[src/rtl/multi_cycle_controller.sv]
// Multi-cycle control unit for the ARM-subset datapath: sequences fetch, decode,
// execute, memory and writeback phases and drives every datapath select/enable.
module multi_cycle_controller (
  input  logic       clk,
  input  logic       rst_n,
  input  logic [3:0] cond_i,
  input  logic [1:0] op_i,
  input  logic [5:0] funct_i,
  input  logic [3:0] rd_i,
  input  logic [3:0] alu_flags_i,
  output logic       pc_write_o,
  output logic       ir_write_o,
  output logic       adr_src_o,
  output logic       mem_write_o,
  output logic       reg_write_o,
  output logic       reg_a2src_o,
  output logic [1:0] imm_src_o,
  output logic       alu_src_a_o,
  output logic [1:0] alu_src_b_o,
  output logic [3:0] alu_op_o,
  output logic [1:0] result_src_o,
  output logic [3:0] state_o,
  output logic       instr_done_o
);

  typedef enum logic [3:0] {
    S_FETCH  = 4'd0,
    S_DECODE = 4'd1,
    S_MEMADR = 4'd2,
    S_MEMRD  = 4'd3,
    S_MEMWB  = 4'd4,
    S_MEMWR  = 4'd5,
    S_EXEC_R = 4'd6,
    S_EXEC_I = 4'd7,
    S_ALUWB  = 4'd8,
    S_BRANCH = 4'd9
  } state_e;

  localparam logic [3:0] CMD_ADD = 4'b0100;
  localparam logic [3:0] CMD_SUB = 4'b0010;
  localparam logic [3:0] CMD_CMP = 4'b1010;

  state_e     state_q, state_d;
  logic [3:0] flags_q, flags_d;
  logic       pc_we_s, ir_we_s, mem_we_s, reg_we_s;
  logic       cond_ok_s;
  logic [3:0] cmd_s;

  // ARM condition evaluation against stored {N,Z,C,V}.
  function automatic logic cond_pass(input logic [3:0] c, input logic [3:0] f);
    logic n, z, cy, v;
    {n, z, cy, v} = f;
    case (c)
      4'b0000: cond_pass = z;
      4'b0001: cond_pass = ~z;
      4'b0010: cond_pass = cy;
      4'b0011: cond_pass = ~cy;
      4'b0100: cond_pass = n;
      4'b0101: cond_pass = ~n;
      4'b0110: cond_pass = v;
      4'b0111: cond_pass = ~v;
      4'b1000: cond_pass = cy & ~z;
      4'b1001: cond_pass = ~cy | z;
      4'b1010: cond_pass = (n == v);
      4'b1011: cond_pass = (n != v);
      4'b1100: cond_pass = ~z & (n == v);
      4'b1101: cond_pass = z | (n != v);
      4'b1110: cond_pass = 1'b1;
      default: cond_pass = 1'b0;
    endcase
  endfunction

  assign cmd_s     = funct_i[4:1];
  assign cond_ok_s = cond_pass(cond_i, flags_q);

  // State and stored-flag registers.
  always_ff @(posedge clk or negedge rst_n) begin
    if (!rst_n) begin
      state_q <= S_FETCH;
      flags_q <= 4'b0000;
    end else begin
      state_q <= state_d;
      flags_q <= flags_d;
    end
  end

  // Next-state, flag update and per-state datapath controls.
  always_comb begin
    state_d      = S_FETCH;
    flags_d      = flags_q;
    pc_we_s      = 1'b0;
    ir_we_s      = 1'b0;
    mem_we_s     = 1'b0;
    reg_we_s     = 1'b0;
    adr_src_o    = 1'b0;
    alu_src_a_o  = 1'b0;
    alu_src_b_o  = 2'b00;
    alu_op_o     = 4'b0000;
    result_src_o = 2'b00;
    instr_done_o = 1'b0;
    case (state_q)
      S_FETCH: begin
        state_d      = S_DECODE;
        ir_we_s      = 1'b1;
        pc_we_s      = 1'b1;
        alu_src_a_o  = 1'b1;
        alu_src_b_o  = 2'b10;
        alu_op_o     = CMD_ADD;
        result_src_o = 2'b10;
      end
      S_DECODE: begin
        alu_src_a_o = 1'b1;
        alu_src_b_o = 2'b10;
        alu_op_o    = CMD_ADD;
        if (!cond_ok_s || op_i == 2'b11) begin
          state_d      = S_FETCH;
          instr_done_o = 1'b1;
        end else begin
          case (op_i)
            2'b00:   state_d = funct_i[5] ? S_EXEC_I : S_EXEC_R;
            2'b01:   state_d = S_MEMADR;
            2'b10:   state_d = S_BRANCH;
            default: state_d = S_FETCH;
          endcase
        end
      end
      S_MEMADR: begin
        state_d     = funct_i[0] ? S_MEMRD : S_MEMWR;
        alu_src_b_o = 2'b01;
        alu_op_o    = funct_i[3] ? CMD_ADD : CMD_SUB;
      end
      S_MEMRD: begin
        state_d   = S_MEMWB;
        adr_src_o = 1'b1;
      end
      S_MEMWB: begin
        state_d      = S_FETCH;
        reg_we_s     = 1'b1;
        pc_we_s      = (rd_i == 4'd15);
        result_src_o = 2'b01;
        instr_done_o = 1'b1;
      end
      S_MEMWR: begin
        state_d      = S_FETCH;
        adr_src_o    = 1'b1;
        mem_we_s     = 1'b1;
        instr_done_o = 1'b1;
      end
      S_EXEC_R, S_EXEC_I: begin
        alu_src_b_o = (state_q == S_EXEC_I) ? 2'b01 : 2'b00;
        alu_op_o    = cmd_s;
        // C and V only carry meaning for the arithmetic commands.
        if (funct_i[0]) begin
          flags_d[3:2] = alu_flags_i[3:2];
          if (cmd_s == CMD_ADD || cmd_s == CMD_SUB || cmd_s == CMD_CMP) begin
            flags_d[1:0] = alu_flags_i[1:0];
          end else begin
            flags_d[1:0] = flags_q[1:0];
          end
        end else begin
          flags_d = flags_q;
        end
        if (cmd_s == CMD_CMP) begin
          state_d      = S_FETCH;
          instr_done_o = 1'b1;
        end else begin
          state_d = S_ALUWB;
        end
      end
      S_ALUWB: begin
        state_d      = S_FETCH;
        reg_we_s     = 1'b1;
        pc_we_s      = (rd_i == 4'd15);
        instr_done_o = 1'b1;
      end
      S_BRANCH: begin
        state_d      = S_FETCH;
        pc_we_s      = 1'b1;
        alu_src_a_o  = 1'b1;
        alu_src_b_o  = 2'b01;
        alu_op_o     = CMD_ADD;
        result_src_o = 2'b10;
        instr_done_o = 1'b1;
      end
      default: state_d = S_FETCH;
    endcase
  end

  // Extender mode and store-data port select depend only on the held IR fields.
  always_comb begin
    case (op_i)
      2'b00:   imm_src_o = 2'b00;
      2'b01:   imm_src_o = 2'b01;
      2'b10:   imm_src_o = 2'b10;
      default: imm_src_o = 2'b11;
    endcase
    reg_a2src_o = (op_i == 2'b01) && !funct_i[0];
  end

  // Write strobes are gated by reset so an aborted instruction writes nothing.
  assign pc_write_o  = pc_we_s  & rst_n;
  assign ir_write_o  = ir_we_s  & rst_n;
  assign mem_write_o = mem_we_s & rst_n;
  assign reg_write_o = reg_we_s & rst_n;
  assign state_o     = state_q;

endmodule

[config.mk]
export PLATFORM = sky130hd
export DESIGN_NAME = multi_cycle_controller
export DESIGN_NICKNAME = d
export VERILOG_FILES = /design/src/rtl/multi_cycle_controller.sv
export SDC_FILE = /design/constraint.sdc
export NUM_CORES = 1
export LEC_CHECK = 0
export BUFFER_PORTS_ARGS = -buffer_cell sky130_fd_sc_hd__clkbuf_2
export CAP_MARGIN = 5
export CORE_MARGIN = 5
export CORE_UTILIZATION = 48
export DETAILED_ROUTE_END_ITERATION = 8
export HOLD_SLACK_MARGIN = 0.12
export PLACE_DENSITY = 0.81
export SLEW_MARGIN = 0
export SYNTH_ARGS = -nofsm -noshare
export SYNTH_HDL_FRONTEND = slang
export SYNTH_SLANG_ARGS = --single-unit
[constraint.sdc]
create_clock -name clk -period 4.27 [get_ports clk]
set_input_delay 1.0675 -clock clk [delete_from_list [all_inputs] [get_ports clk]]
set_output_delay 1.0675 -clock clk [all_outputs]
set_load 0.02 [all_outputs]
==> results.ini <==
[cts]
cts_tree=built
clockBufferDepth=2
clock_latency_ps=250
cts_buffers=3
cts_hold_buf=0
clk_root_buffer_cell=clkbuf_4
htreeDepth=1
post_cts_buffers=0
clock-sinks=8
clkTransAtPathRegs_ps=60
cts.repair.resized=0

[pwr]
switchingPower_uw=235
seqPwrFrac_pct=28.6
power_uw=463
p_sw_share_pct=50.7
internal_power_uw=228
vdd_drop_max_mv=0.331
p_clk_share_pct=12.5
leakage_uw=0.000525
comb_power_share_pct=58.8
p_per_area_nw_per_um2=432

[timing]
fmax_mhz=261
final.period_utilization_pct=89.8
skew_ps=1.62
hold-worst-slack_ps=601
tightest_slew_ps=555
slew_headroom_pct=63.0
final-max-slew-violation-count=0
finalSetupViolCount=0
post-route-min-period_ps=3830
rsz0062_at_grt=false
hold_viol=0
setup_tns_ps=0

[global_routing]
grt_pass1_wl_um=4030
antenna_found_initial=0
grt_start_max_net_pins=20
track_usage_pct=19.1
first_global_vias=978
overflow=0

[die]
std_cell_rows=15
fp.dieW_um=52.1
io_pins=44
dieArea_sq_um=2710
coreArea_sq_um=1710
die_h_um=52.1
start_util_pct=49.7

[setup_path]
worst_setup_path_end_kind=output port
critPathArrivalTime_ps=2770
start_kind=input pin
endpoint=instr_done_o
cp.required_ps=3200
reg2regPathDepth=5
reg2reg_to=flags_q[0]$_DFFE_PN0P_
criticalPathCategory=in -> out
timing.critical_path.from=cond_i[2]
critPathMaxFanout=9
r2r_start=state_o[2]$_DFF_PN0_
rrSetupSlack_ps=2140

[logic_synthesis]
syn_area_sq_um=850
synth_top_area_share_pct=23.6
yosys_most_used_dff=dfrtp_1
synth-edff-count=0
synth.net_count=136
yosysTopAreaCell=dfrtp_1
yosysSeqAreaShare_pct=23.6
synthCells=114
synth.area.top_cells=dfrtp_1 24%, nor3_1 5.3%, mux2_2 5.3%
ys_types=39
ys_seq_elements=8
async_flop_share_pct=100
syn_avg_cell_area_sq_um=7.45
yosysWarningCount=0

[routing]
routed_via_density=5.80
antenna_left=0
drcViolationCount=0
drt-initial-drc-count=15
wl_um=2420
dr.pass1.iters=3
num_vias=1015
wl_per_cell_um=13.8

[hold_path]
hp-start=flags_q[1]$_DFFE_PN0P_
hold_class=reg -> reg

[cells_and_area]
nets=174
finalInstanceArea_sq_um=1070
fill_cells=153
insertedDiodeCount=0
areaGrowthSynthToFinish_pct=26.2
drive_gt1_share_pct=35.3

[place]
gp_congestion=0.845
placed_cell_area_sq_um=1050
dpl.hpwl_um=1920
port_buffers=43

[outcome]
status=completed

[run]
max_cap_violations=0

==> power by group through the flow <==
stage / combinational [uW] / clock (uW) / sequential, uW
2_1_floorplan: 203 / 0 / 116
3_3_place_gp: 264 / 0 / 133
3_5_place_dp: 271 / 0 / 134
4_1_cts: 275 / 57.8 / 132
5_1_grt: 300 / 65.1 / 137
6_report: 272 / 58.0 / 133
==> cells in the final DEF, fill, tap and decap left out, types with 3 or more instances in the layout <==
cell type	n
inv_1	4
nor3b_1	4
nor3_1	9
a21oi_1	7
xnor2_1	3
nand2_1	10
mux2_2	4
nor2_1	11
dfrtp_1	8
o21ai_0	5
clkbuf_4	3
clkbuf_2	43
nand3_1	3
nand2b_1	3
and3_1	3
==> cell usage after synthesis (3+ instances only) <==
| master | n |
|---|---|
| inv_1 | 4 |
| and3_1 | 3 |
| clkbuf_1 | 8 |
| nor2_1 | 11 |
| mux2_2 | 4 |
| nand2b_1 | 3 |
| o21ai_0 | 5 |
| dfrtp_1 | 8 |
| nor3_1 | 9 |
| xnor2_1 | 3 |
| nand2_1 | 10 |
| a21oi_1 | 7 |
| nand3_1 | 3 |
| nor3b_1 | 4 |
==> sequential cells by signal, indices dropped and copies added (netlist names) <==
name     count
flags_q      4
state_o      4
==> layer usage <==
metal  vias up  global-route usage (%)  part of all wire, %
met2        27                    36.8                   52
met4         0                    7.42                  1.3
met5         -                       0                    0
met3         4                    2.01                  5.0
li1        492                       -                    -
met1       492                    20.9                   42
==> worst max-delay path: stages <==
cell	delay, ps
clkbuf_2	160
or4b_1	530
a311oi_1	270
a2111oi_0	100
o311a_2	190
o31a_1	310
clkbuf_2	150
==> cell type report <==
cell class              count  area [sq um]  area share, %
multi-input cells          92           588           54.8
repair buffers             43           215           20.1
flip-flops and latches      8           200           18.7
well taps                  25          31.3           2.92
clock buffers               3          22.5           2.10
inverters                   4          15.0           1.40
==> worst min path at each step <==
stage / slack [ps] / to / cells after the start
after global placement: 580 / flags_q[2]$_DFFE_PN0P_ / 1
after global routing: 630 / flags_q[2]$_DFFE_PN0P_ / 1
after CTS: 600 / flags_q[2]$_DFFE_PN0P_ / 1
after floorplan: 530 / flags_q[2]$_DFFE_PN0P_ / 1
after detailed placement: 590 / flags_q[2]$_DFFE_PN0P_ / 1
final: 600 / flags_q[1]$_DFFE_PN0P_ / 1
==> cells by family after synthesis <==
family          after synthesis  share of synthesized area (%)
compound gates               25                           21.2
xor+xnor                      3                           3.09
buf+inv                      14                           7.22
flops                         8                           23.6
mux                           6                           7.66
simple gates                 58                           37.3
==> per-stage QoR <==
stage | utilization [%] | setup slack (ps) | std cells
final | 62.8 | 437 | 175
after global routing | 62.8 | 360 | 175
after CTS | 62.8 | 439 | 175
after detailed placement | 61.5 | 444 | 172
after global placement | 61.5 | 478 | 172
after floorplan | - | 648 | 114
No activity file was read; power rests on OpenSTA's default activity.
